<file path="src/rtl/echo_ctrl_if.sv">
// Receive/transmit FIFO handshake bundle for echo_ctrl.
// master = controller side, slave = FIFO side.
interface echo_ctrl_if #(
   parameter int unsigned WORD_SIZE = 32
);
   logic [WORD_SIZE-1:0] rx_data;
   logic                 rx_empty;
   logic                 rx_rd;
   logic [WORD_SIZE-1:0] tx_data;
   logic                 tx_full;
   logic                 tx_wr;

   modport master (
      input  rx_data, rx_empty, tx_full,
      output rx_rd, tx_data, tx_wr
   );

   modport slave (
      output rx_data, rx_empty, tx_full,
      input  rx_rd, tx_data, tx_wr
   );
endinterface

</file>
<file path="src/rtl/echo_ctrl.sv">
// Echo controller: reads a block of up to BLOCK_LEN words from the receive
// FIFO, optionally byte-swaps each word and/or reverses word order, then
// writes the block to the transmit FIFO. A partial block is flushed after
// TIMEOUT_CYC idle cycles (0 disables the flush).
module echo_ctrl #(
   parameter int unsigned WORD_SIZE   = 32,
   parameter int unsigned WORD_PART   = 8,
   parameter int unsigned BLOCK_LEN   = 16,
   parameter int unsigned TIMEOUT_CYC = 1024
) (
   input  logic        clock,
   input  logic        reset,
   input  logic        enable,
   input  logic [1:0]  mode,
   echo_ctrl_if.master bus,
   output logic        busy,
   output logic [15:0] blk_cnt,
   output logic        timeout_pulse
);

   localparam int unsigned LANES = WORD_SIZE / WORD_PART;
   localparam int unsigned CW    = $clog2(BLOCK_LEN + 1);
   localparam int unsigned IW    = (BLOCK_LEN > 1) ? $clog2(BLOCK_LEN) : 1;
   localparam int unsigned TW    = (TIMEOUT_CYC > 0) ? $clog2(TIMEOUT_CYC + 1) : 1;
   localparam logic [CW-1:0] FULL_CNT = CW'(BLOCK_LEN);
   localparam logic [TW-1:0] TO_LIMIT = TW'(TIMEOUT_CYC);

   typedef enum logic [1:0] {
      IDLE,
      FILL_REQ,
      FILL_CAPT,
      DRAIN
   } state_t;

   state_t               state;
   state_t               state_next;
   logic [WORD_SIZE-1:0] buffer [BLOCK_LEN];
   logic [CW-1:0]        count;
   logic [CW-1:0]        k;
   logic [TW-1:0]        to_cnt;
   logic [1:0]           mode_q;
   logic                 start;
   logic                 to_fire;
   logic                 last_wr;
   logic [WORD_SIZE-1:0] swapped;
   logic [CW-1:0]        rd_pos;
   logic [IW-1:0]        rd_idx;

   // Byte-lane swap of the incoming word when the latched mode asks for it.
   always_comb begin
      swapped = bus.rx_data;
      if (mode_q[0]) begin
         for (int unsigned i = 0; i < LANES; i++) begin
            swapped[(LANES-1-i)*WORD_PART +: WORD_PART] = bus.rx_data[i*WORD_PART +: WORD_PART];
         end
      end
   end

   // Drain read pointer: forward or reversed over the words actually captured.
   always_comb begin
      rd_pos      = mode_q[1] ? (count - k - CW'(1)) : k;
      rd_idx      = IW'(rd_pos);
      bus.tx_data = buffer[rd_idx];
   end

   // State register.
   always_ff @(posedge clock) begin
      if (reset) begin
         state <= IDLE;
      end else begin
         state <= state_next;
      end
   end

   // Next-state decode and FIFO strobes; strobes are confined to one state each.
   always_comb begin
      state_next = state;
      bus.rx_rd  = 1'b0;
      bus.tx_wr  = 1'b0;
      start      = 1'b0;
      to_fire    = 1'b0;
      last_wr    = 1'b0;
      case (state)
         IDLE: begin
            if (enable && !bus.rx_empty) begin
               start      = 1'b1;
               state_next = FILL_REQ;
            end
         end
         FILL_REQ: begin
            if (!bus.rx_empty) begin
               bus.rx_rd  = 1'b1;
               state_next = FILL_CAPT;
            end else if ((TIMEOUT_CYC != 0) && (count != '0) && (to_cnt + TW'(1) == TO_LIMIT)) begin
               to_fire    = 1'b1;
               state_next = DRAIN;
            end
         end
         FILL_CAPT: begin
            state_next = (count + CW'(1) == FULL_CNT) ? DRAIN : FILL_REQ;
         end
         DRAIN: begin
            if (!bus.tx_full) begin
               bus.tx_wr = 1'b1;
               if (k + CW'(1) == count) begin
                  last_wr    = 1'b1;
                  state_next = IDLE;
               end
            end
         end
         default: state_next = IDLE;
      endcase
   end

   // Block bookkeeping: latched mode, word count, drain index, timeout, block counter.
   always_ff @(posedge clock) begin
      if (reset) begin
         mode_q        <= '0;
         count         <= '0;
         k             <= '0;
         to_cnt        <= '0;
         blk_cnt       <= '0;
         timeout_pulse <= 1'b0;
      end else begin
         timeout_pulse <= to_fire;
         case (state)
            IDLE: begin
               if (start) begin
                  mode_q <= mode;
                  count  <= '0;
                  k      <= '0;
                  to_cnt <= '0;
               end
            end
            FILL_REQ: begin
               if (bus.rx_empty && (TIMEOUT_CYC != 0) && (count != '0)) begin
                  to_cnt <= to_cnt + TW'(1);
               end
            end
            FILL_CAPT: begin
               count  <= count + CW'(1);
               to_cnt <= '0;
            end
            DRAIN: begin
               if (bus.tx_wr) begin
                  k <= k + CW'(1);
               end
               if (last_wr) begin
                  blk_cnt <= blk_cnt + 16'd1;
               end
            end
            default: ;
         endcase
      end
   end

   // Word storage; contents are don't-care after reset since count is cleared.
   always_ff @(posedge clock) begin
      if (state == FILL_CAPT) begin
         buffer[IW'(count)] <= swapped;
      end
   end

   // Busy whenever a block is in progress.
   always_comb begin
      busy = (state != IDLE);
   end

endmodule

</file>
<file path="src/flat_wrapper.sv">
// flat-port wrapper written by rule: the top's interface ports become plain ports
module echo_ctrl_flat 
#(
   parameter int unsigned WORD_SIZE   = 32,
   parameter int unsigned WORD_PART   = 8,
   parameter int unsigned BLOCK_LEN   = 16,
   parameter int unsigned TIMEOUT_CYC = 1024
)
  (clock, reset, enable, mode, busy, blk_cnt, timeout_pulse, bus_rx_data, bus_rx_empty, bus_tx_full, bus_rx_rd, bus_tx_data, bus_tx_wr);
  echo_ctrl_if #(.WORD_SIZE(WORD_SIZE)) bus_i ();
  input  logic clock;
  input  logic reset;
  input  logic enable;
  input  logic [1:0] mode;
  output logic busy;
  output logic [15:0] blk_cnt;
  output logic timeout_pulse;
  input wire logic [$bits(bus_i.rx_data)-1:0] bus_rx_data;
  input wire logic [$bits(bus_i.rx_empty)-1:0] bus_rx_empty;
  input wire logic [$bits(bus_i.tx_full)-1:0] bus_tx_full;
  output wire logic [$bits(bus_i.rx_rd)-1:0] bus_rx_rd;
  output wire logic [$bits(bus_i.tx_data)-1:0] bus_tx_data;
  output wire logic [$bits(bus_i.tx_wr)-1:0] bus_tx_wr;
  assign bus_i.rx_data = bus_rx_data;
  assign bus_i.rx_empty = bus_rx_empty;
  assign bus_i.tx_full = bus_tx_full;
  assign bus_rx_rd = bus_i.rx_rd;
  assign bus_tx_data = bus_i.tx_data;
  assign bus_tx_wr = bus_i.tx_wr;
  echo_ctrl #(.WORD_SIZE(WORD_SIZE), .WORD_PART(WORD_PART), .BLOCK_LEN(BLOCK_LEN), .TIMEOUT_CYC(TIMEOUT_CYC)) u_core (.clock(clock), .reset(reset), .enable(enable), .mode(mode), .bus(bus_i), .busy(busy), .blk_cnt(blk_cnt), .timeout_pulse(timeout_pulse));
endmodule
</file>
<file path="config.mk">
export PLATFORM = sky130hd
export DESIGN_NAME = echo_ctrl_flat
export DESIGN_NICKNAME = d
export VERILOG_FILES = /design/src/rtl/echo_ctrl_if.sv /design/src/rtl/echo_ctrl.sv /design/src/flat_wrapper.sv
export SDC_FILE = /design/constraint.sdc
export NUM_CORES = 1
export LEC_CHECK = 0
export CAP_MARGIN = 20
export CORE_ASPECT_RATIO = 0.5
export CORE_MARGIN = 3
export CORE_UTILIZATION = 55
export DETAILED_ROUTE_END_ITERATION = 16
export PLACE_DENSITY_LB_ADDON = 0.3
export SYNTH_ARGS = -nofsm -noshare
export SYNTH_HDL_FRONTEND = slang
export SYNTH_SLANG_ARGS = --single-unit
export TNS_END_PERCENT = 30
</file>
<file path="constraint.sdc">
create_clock -name clock -period 4.8 [get_ports clock]
set_input_delay 0.96 -clock clock [delete_from_list [all_inputs] [get_ports clock]]
set_output_delay 0.96 -clock clock [all_outputs]
set_load 0.005 [all_outputs]
</file>
==> run_summary.xml <==
<?xml version="1.0" encoding="UTF-8"?>
<metrics>
  <group name="global_route">
    <metric name="grt_start_max_net_pins" unit="">45</metric>
    <metric name="overflow" unit="">0</metric>
    <metric name="grt_util_all_layers" unit="%">21.4</metric>
    <metric name="vias_in_the_first_global_route" unit="">12700</metric>
    <metric name="antenna_found_initial" unit="">0</metric>
    <metric name="grt_first_pass_wirelength" unit="mm">74.6</metric>
  </group>
  <group name="clock_tree">
    <metric name="htree_num_levels" unit="">2</metric>
    <metric name="cts_max_path_buffers" unit="">3</metric>
    <metric name="ctsRootBufferMaster" unit="">sky130_fd_sc_hd__clkbuf_16</metric>
    <metric name="insertion_delay" unit="ns">0.56</metric>
    <metric name="cts_buffers" unit="">48</metric>
    <metric name="clock-sinks" unit="">554</metric>
    <metric name="path_clk_slew" unit="ns">0.06</metric>
    <metric name="tritoncts" unit="">built</metric>
    <metric name="cts_hold_buf" unit="">0</metric>
  </group>
  <group name="timing">
    <metric name="timing.final.setup_violations" unit="">0</metric>
    <metric name="final.setup.worst_slack" unit="ns">0.144</metric>
    <metric name="grt_setup_unrepaired" unit="">no</metric>
    <metric name="layout_min_cycle_time" unit="ns">4.66</metric>
    <metric name="worst_slew_margin_rel" unit="%">30.8</metric>
    <metric name="post-route-period-util" unit="%">97.0</metric>
    <metric name="timing.setup.tns" unit="ns">0</metric>
    <metric name="hold_viol_final" unit="">0</metric>
    <metric name="worst_clock_skew" unit="ns">0.0113</metric>
    <metric name="max_clock_freq" unit="GHz">0.215</metric>
    <metric name="report.final.slew_viol_count" unit="">0</metric>
    <metric name="worst_pin_slew" unit="ns">1.03</metric>
  </group>
  <group name="setup_path">
    <metric name="r2r.worst_path.cells" unit="">4</metric>
    <metric name="ff2ff_setup_slack" unit="ns">1.75</metric>
    <metric name="setup.worst_path.end" unit="">bus_tx_data[1]</metric>
    <metric name="critical_path_class" unit="">flip-flop to output port</metric>
    <metric name="worst_r2r_endpoint" unit="">u_core.buffer[6][27]$_DFFE_PP_</metric>
    <metric name="critical_path_required" unit="ns">3.84</metric>
    <metric name="timing.critical_path.from" unit="">u_core.k[0]$_SDFFE_PP0P_</metric>
    <metric name="worst-path-max-fanout" unit="">25</metric>
    <metric name="arrival" unit="ns">3.70</metric>
    <metric name="cp-start-kind" unit="">flip-flop</metric>
    <metric name="reg2reg_start" unit="">u_core.state[1]$_SDFFE_PP0P_</metric>
    <metric name="crit_path_end_kind" unit="">output port</metric>
  </group>
  <group name="drt">
    <metric name="detail_route.iter0.violations" unit="">969</metric>
    <metric name="route.detailed.drc" unit="">0</metric>
    <metric name="antenna_violating_nets_left" unit="">0</metric>
    <metric name="routed_wire_length_per_instance" unit="um">23.0</metric>
    <metric name="vias_per_cell" unit="">5.84</metric>
    <metric name="wl" unit="mm">49.3</metric>
    <metric name="drt_pass1_iterations" unit="">5</metric>
    <metric name="routed-via-count" unit="">12500</metric>
  </group>
  <group name="synth">
    <metric name="synth-async-reset-ratio" unit="%">0</metric>
    <metric name="synth_sequential_area_ratio" unit="%">68.8</metric>
    <metric name="library_cell_with_the_largest_summed_area_after_synthesis" unit="">sky130_fd_sc_hd__edfxtp_1</metric>
    <metric name="yosys.area_share.xor_xnor" unit="%">0.472</metric>
    <metric name="synth_fa_ha_area_share" unit="%">0.722</metric>
    <metric name="post-synth-top-count-cell" unit="">sky130_fd_sc_hd__edfxtp_1</metric>
    <metric name="yosysWarningCount" unit="">0</metric>
    <metric name="largest_family_of_logic_cells_by_synthesized_area" unit="">multiplexers</metric>
    <metric name="synth_top_area_share" unit="%">65.2</metric>
    <metric name="netlist_area" unit="um2">23600</metric>
    <metric name="netlist_instances" unit="">1424</metric>
    <metric name="synth_simple_gate_area_share" unit="%">3.40</metric>
    <metric name="synth.area.top_cells" unit="">sky130_fd_sc_hd__edfxtp_1 65%, sky130_fd_sc_hd__mux2i_1 21%, sky130_fd_sc_hd__dfxtp_1 3.6%, sky130_fd_sc_hd__mux2_2 1.6%, sky130_fd_sc_hd__a21oi_1 0.66%</metric>
    <metric name="synth_compound_gate_area_share" unit="%">2.36</metric>
    <metric name="dominantRegCellSynth" unit="">sky130_fd_sc_hd__edfxtp_1</metric>
    <metric name="post_synth_num_cell_types" unit="">57</metric>
    <metric name="synth_fp_nets" unit="">1476</metric>
    <metric name="synth-edff-count" unit="">512</metric>
    <metric name="post_synth_mux_area_share" unit="%">22.3</metric>
    <metric name="count_of_state_elements_after_synthesis" unit="">554</metric>
    <metric name="postSynthAreaPerCell" unit="um2">16.6</metric>
    <metric name="netlist_top_cells_count" unit="">512 x sky130_fd_sc_hd__edfxtp_1, 488 x sky130_fd_sc_hd__mux2i_1, 42 x sky130_fd_sc_hd__dfxtp_1</metric>
  </group>
  <group name="floorplanning">
    <metric name="design.die.area" unit="um2">45500</metric>
    <metric name="floorplan.rows" unit="">52</metric>
    <metric name="io-pin-count" unit="">91</metric>
    <metric name="start_util" unit="%">57.0</metric>
    <metric name="area_of_the_core_region" unit="um2">41300</metric>
    <metric name="floorplan.die.width" unit="um">299</metric>
    <metric name="floorplan.die.height" unit="um">152</metric>
  </group>
  <group name="finish">
    <metric name="fillers" unit="">2823</metric>
    <metric name="antenna-diode-count" unit="">0</metric>
    <metric name="areaGrowthSynthToFinish" unit="%">14.6</metric>
    <metric name="nNetsFinal" unit="">1592</metric>
    <metric name="post_route_cells_drive_above_1_share" unit="%">11.9</metric>
  </group>
  <group name="power_and_ir_drop">
    <metric name="internal_power" unit="W">0.00765</metric>
    <metric name="total_switching_power" unit="W">0.00210</metric>
    <metric name="p_clk_share" unit="%">37.5</metric>
    <metric name="switching_part_of_the_total" unit="%">21.5</metric>
    <metric name="power_per_cell_area" unit="nW/um2">361</metric>
    <metric name="power_frac_comb" unit="%">7.8</metric>
    <metric name="power_leakage" unit="nW">11.6</metric>
    <metric name="seq_power_share" unit="%">54.7</metric>
    <metric name="ir_drop" unit="uV">264</metric>
  </group>
  <group name="job">
    <metric name="maxCapViolations" unit="">0</metric>
  </group>
  <group name="place">
    <metric name="gpl.final_weighted_congestion" unit="">0.818</metric>
    <metric name="pre_cts_ws" unit="ns">0.483</metric>
    <metric name="detailed_place_hpwl" unit="mm">28.1</metric>
    <metric name="port-buffer-count" unit="">90</metric>
  </group>
  <group name="status">
    <metric name="outcome" unit="">completed</metric>
  </group>
  <group name="worst_hold_path">
    <metric name="hp-start" unit="">u_core.blk_cnt[15]$_SDFFE_PP0P_</metric>
    <metric name="timing.hold.worst.class" unit="">flip-flop to flip-flop</metric>
  </group>
</metrics>
## area by class of cell
cell class	instances	area (um2)	area share [%]
clock buffer	54	1240	4.61
clock inverter	31	208	0.769
multi-input combinational	781	7060	26.1
sequential	554	16200	60.1
timing repair buffer	144	1530	5.65
tap	567	709	2.63
inverter	11	41.3	0.153
## worst max-delay path, stage by stage (launching register included)
cell and delay (ns):
sky130_fd_sc_hd__dfxtp_2 0.41, sky130_fd_sc_hd__inv_1 0.07, sky130_fd_sc_hd__ha_1 0.22, sky130_fd_sc_hd__fa_1 0.39, sky130_fd_sc_hd__xor2_1 0.19, sky130_fd_sc_hd__mux2i_4 0.21, sky130_fd_sc_hd__buf_12 0.20, sky130_fd_sc_hd__buf_16 0.23
sky130_fd_sc_hd__mux2i_1 0.23, sky130_fd_sc_hd__mux2i_1 0.11, sky130_fd_sc_hd__mux2i_2 0.30, sky130_fd_sc_hd__clkdlybuf4s50_1 0.57
## layout by cell type (no fill, tap or decap), types with 4 or more instances in the layout
cell type and instances:
sky130_fd_sc_hd__clkbuf_1 5, sky130_fd_sc_hd__buf_4 38, sky130_fd_sc_hd__o21ai_0 12, sky130_fd_sc_hd__nor2_1 28
sky130_fd_sc_hd__or4_1 13, sky130_fd_sc_hd__mux2i_1 483, sky130_fd_sc_hd__edfxtp_1 512, sky130_fd_sc_hd__clkinvlp_4 4
sky130_fd_sc_hd__o31ai_1 12, sky130_fd_sc_hd__a211oi_1 5, sky130_fd_sc_hd__nand2_1 27, sky130_fd_sc_hd__a21oi_1 31
sky130_fd_sc_hd__nand2b_1 5, sky130_fd_sc_hd__nor3_2 4, sky130_fd_sc_hd__or3_1 4, sky130_fd_sc_hd__clkinv_1 15
sky130_fd_sc_hd__inv_1 9, sky130_fd_sc_hd__buf_12 12, sky130_fd_sc_hd__clkinv_2 8, sky130_fd_sc_hd__nor2_4 12
sky130_fd_sc_hd__nor3_1 11, sky130_fd_sc_hd__and2_1 5, sky130_fd_sc_hd__nand3b_1 4, sky130_fd_sc_hd__nor2b_1 5
sky130_fd_sc_hd__dfxtp_1 38, sky130_fd_sc_hd__dfxtp_2 4, sky130_fd_sc_hd__clkdlybuf4s50_1 90, sky130_fd_sc_hd__mux2_2 33
sky130_fd_sc_hd__ha_1 12, sky130_fd_sc_hd__xor2_1 5, sky130_fd_sc_hd__nand3_1 18, sky130_fd_sc_hd__clkbuf_16 49
sky130_fd_sc_hd__and4_1 4
## registers in the layout, summed over array words and instances (netlist names)
signal,count
u_core.blk_cnt,16
u_core.buffer,512
u_core.count,5
u_core.k,5
u_core.mode_q,2
u_core.state,2
u_core.timeout_pulse,1
u_core.to_cnt,11
## stage by stage
| stage | area, um2 | cells | util [%] | hold WS [ns] | power, W |
|---|---|---|---|---|---|
| finish | 27000 | 2142 | 65.4 | 0.488 | 0.00975 |
| global route | 27000 | 2142 | 65.4 | 0.507 | 0.0101 |
| CTS | 26900 | 2134 | 65.2 | 0.494 | 0.00980 |
| detailed placement | 25400 | 2048 | 61.6 | 0.482 | 0.00619 |
| global placement | 25400 | 2048 | 61.6 | 0.463 | 0.00617 |
| floorplan | 23600 | 1424 | - | 0.463 | 0.00591 |
## logic make-up (layout without fill, tap and decap cells)
logic type,Yosys count,after routing
flops,554,554
simple gates,152,152
mux,521,521
xor+xnor,11,11
compound gates,84,84
buf+inv,89,240
fa+ha+maj,13,13
## per-layer routing
layer  global-route usage [%]  routed length [um]  share of wire (%)  up-vias
met3                     3.46                2820                5.7       55
met1                     30.2               21900                 44     6340
met5                        0                   0                  0        -
met4                     4.44                 690                1.4        0
li1                         -                   -                  -     5778
met2                     35.4               23900                 48      331
## worst min path at each step
stage | end | cells past startpoint | slack (ns)
floorplan | u_core.to_cnt[9]$_SDFFE_PP0P_ | 2 | 0.46
global placement | u_core.blk_cnt[15]$_SDFFE_PP0P_ | 2 | 0.46
CTS | u_core.blk_cnt[15]$_SDFFE_PP0P_ | 2 | 0.49
global route | u_core.blk_cnt[15]$_SDFFE_PP0P_ | 2 | 0.51
detailed placement | u_core.blk_cnt[15]$_SDFFE_PP0P_ | 2 | 0.48
finish | u_core.blk_cnt[15]$_SDFFE_PP0P_ | 2 | 0.49
## power groups by stage
stage          logic, W  clock network, W  registers (W)
2_1_floorplan  0.000475                 0        0.00543
3_3_place_gp   0.000727                 0        0.00544
3_5_place_dp   0.000748                 0        0.00544
4_1_cts        0.000758           0.00370        0.00534
5_1_grt        0.000813           0.00391        0.00534
6_report       0.000761           0.00365        0.00534
## what timing repair did
item,in CTS,in global routing
gates cloned,1,0
resized for setup,3,5
setup endpoints to repair,13,12
buffers inserted,0,8
Power figures use the tool's default switching activity.
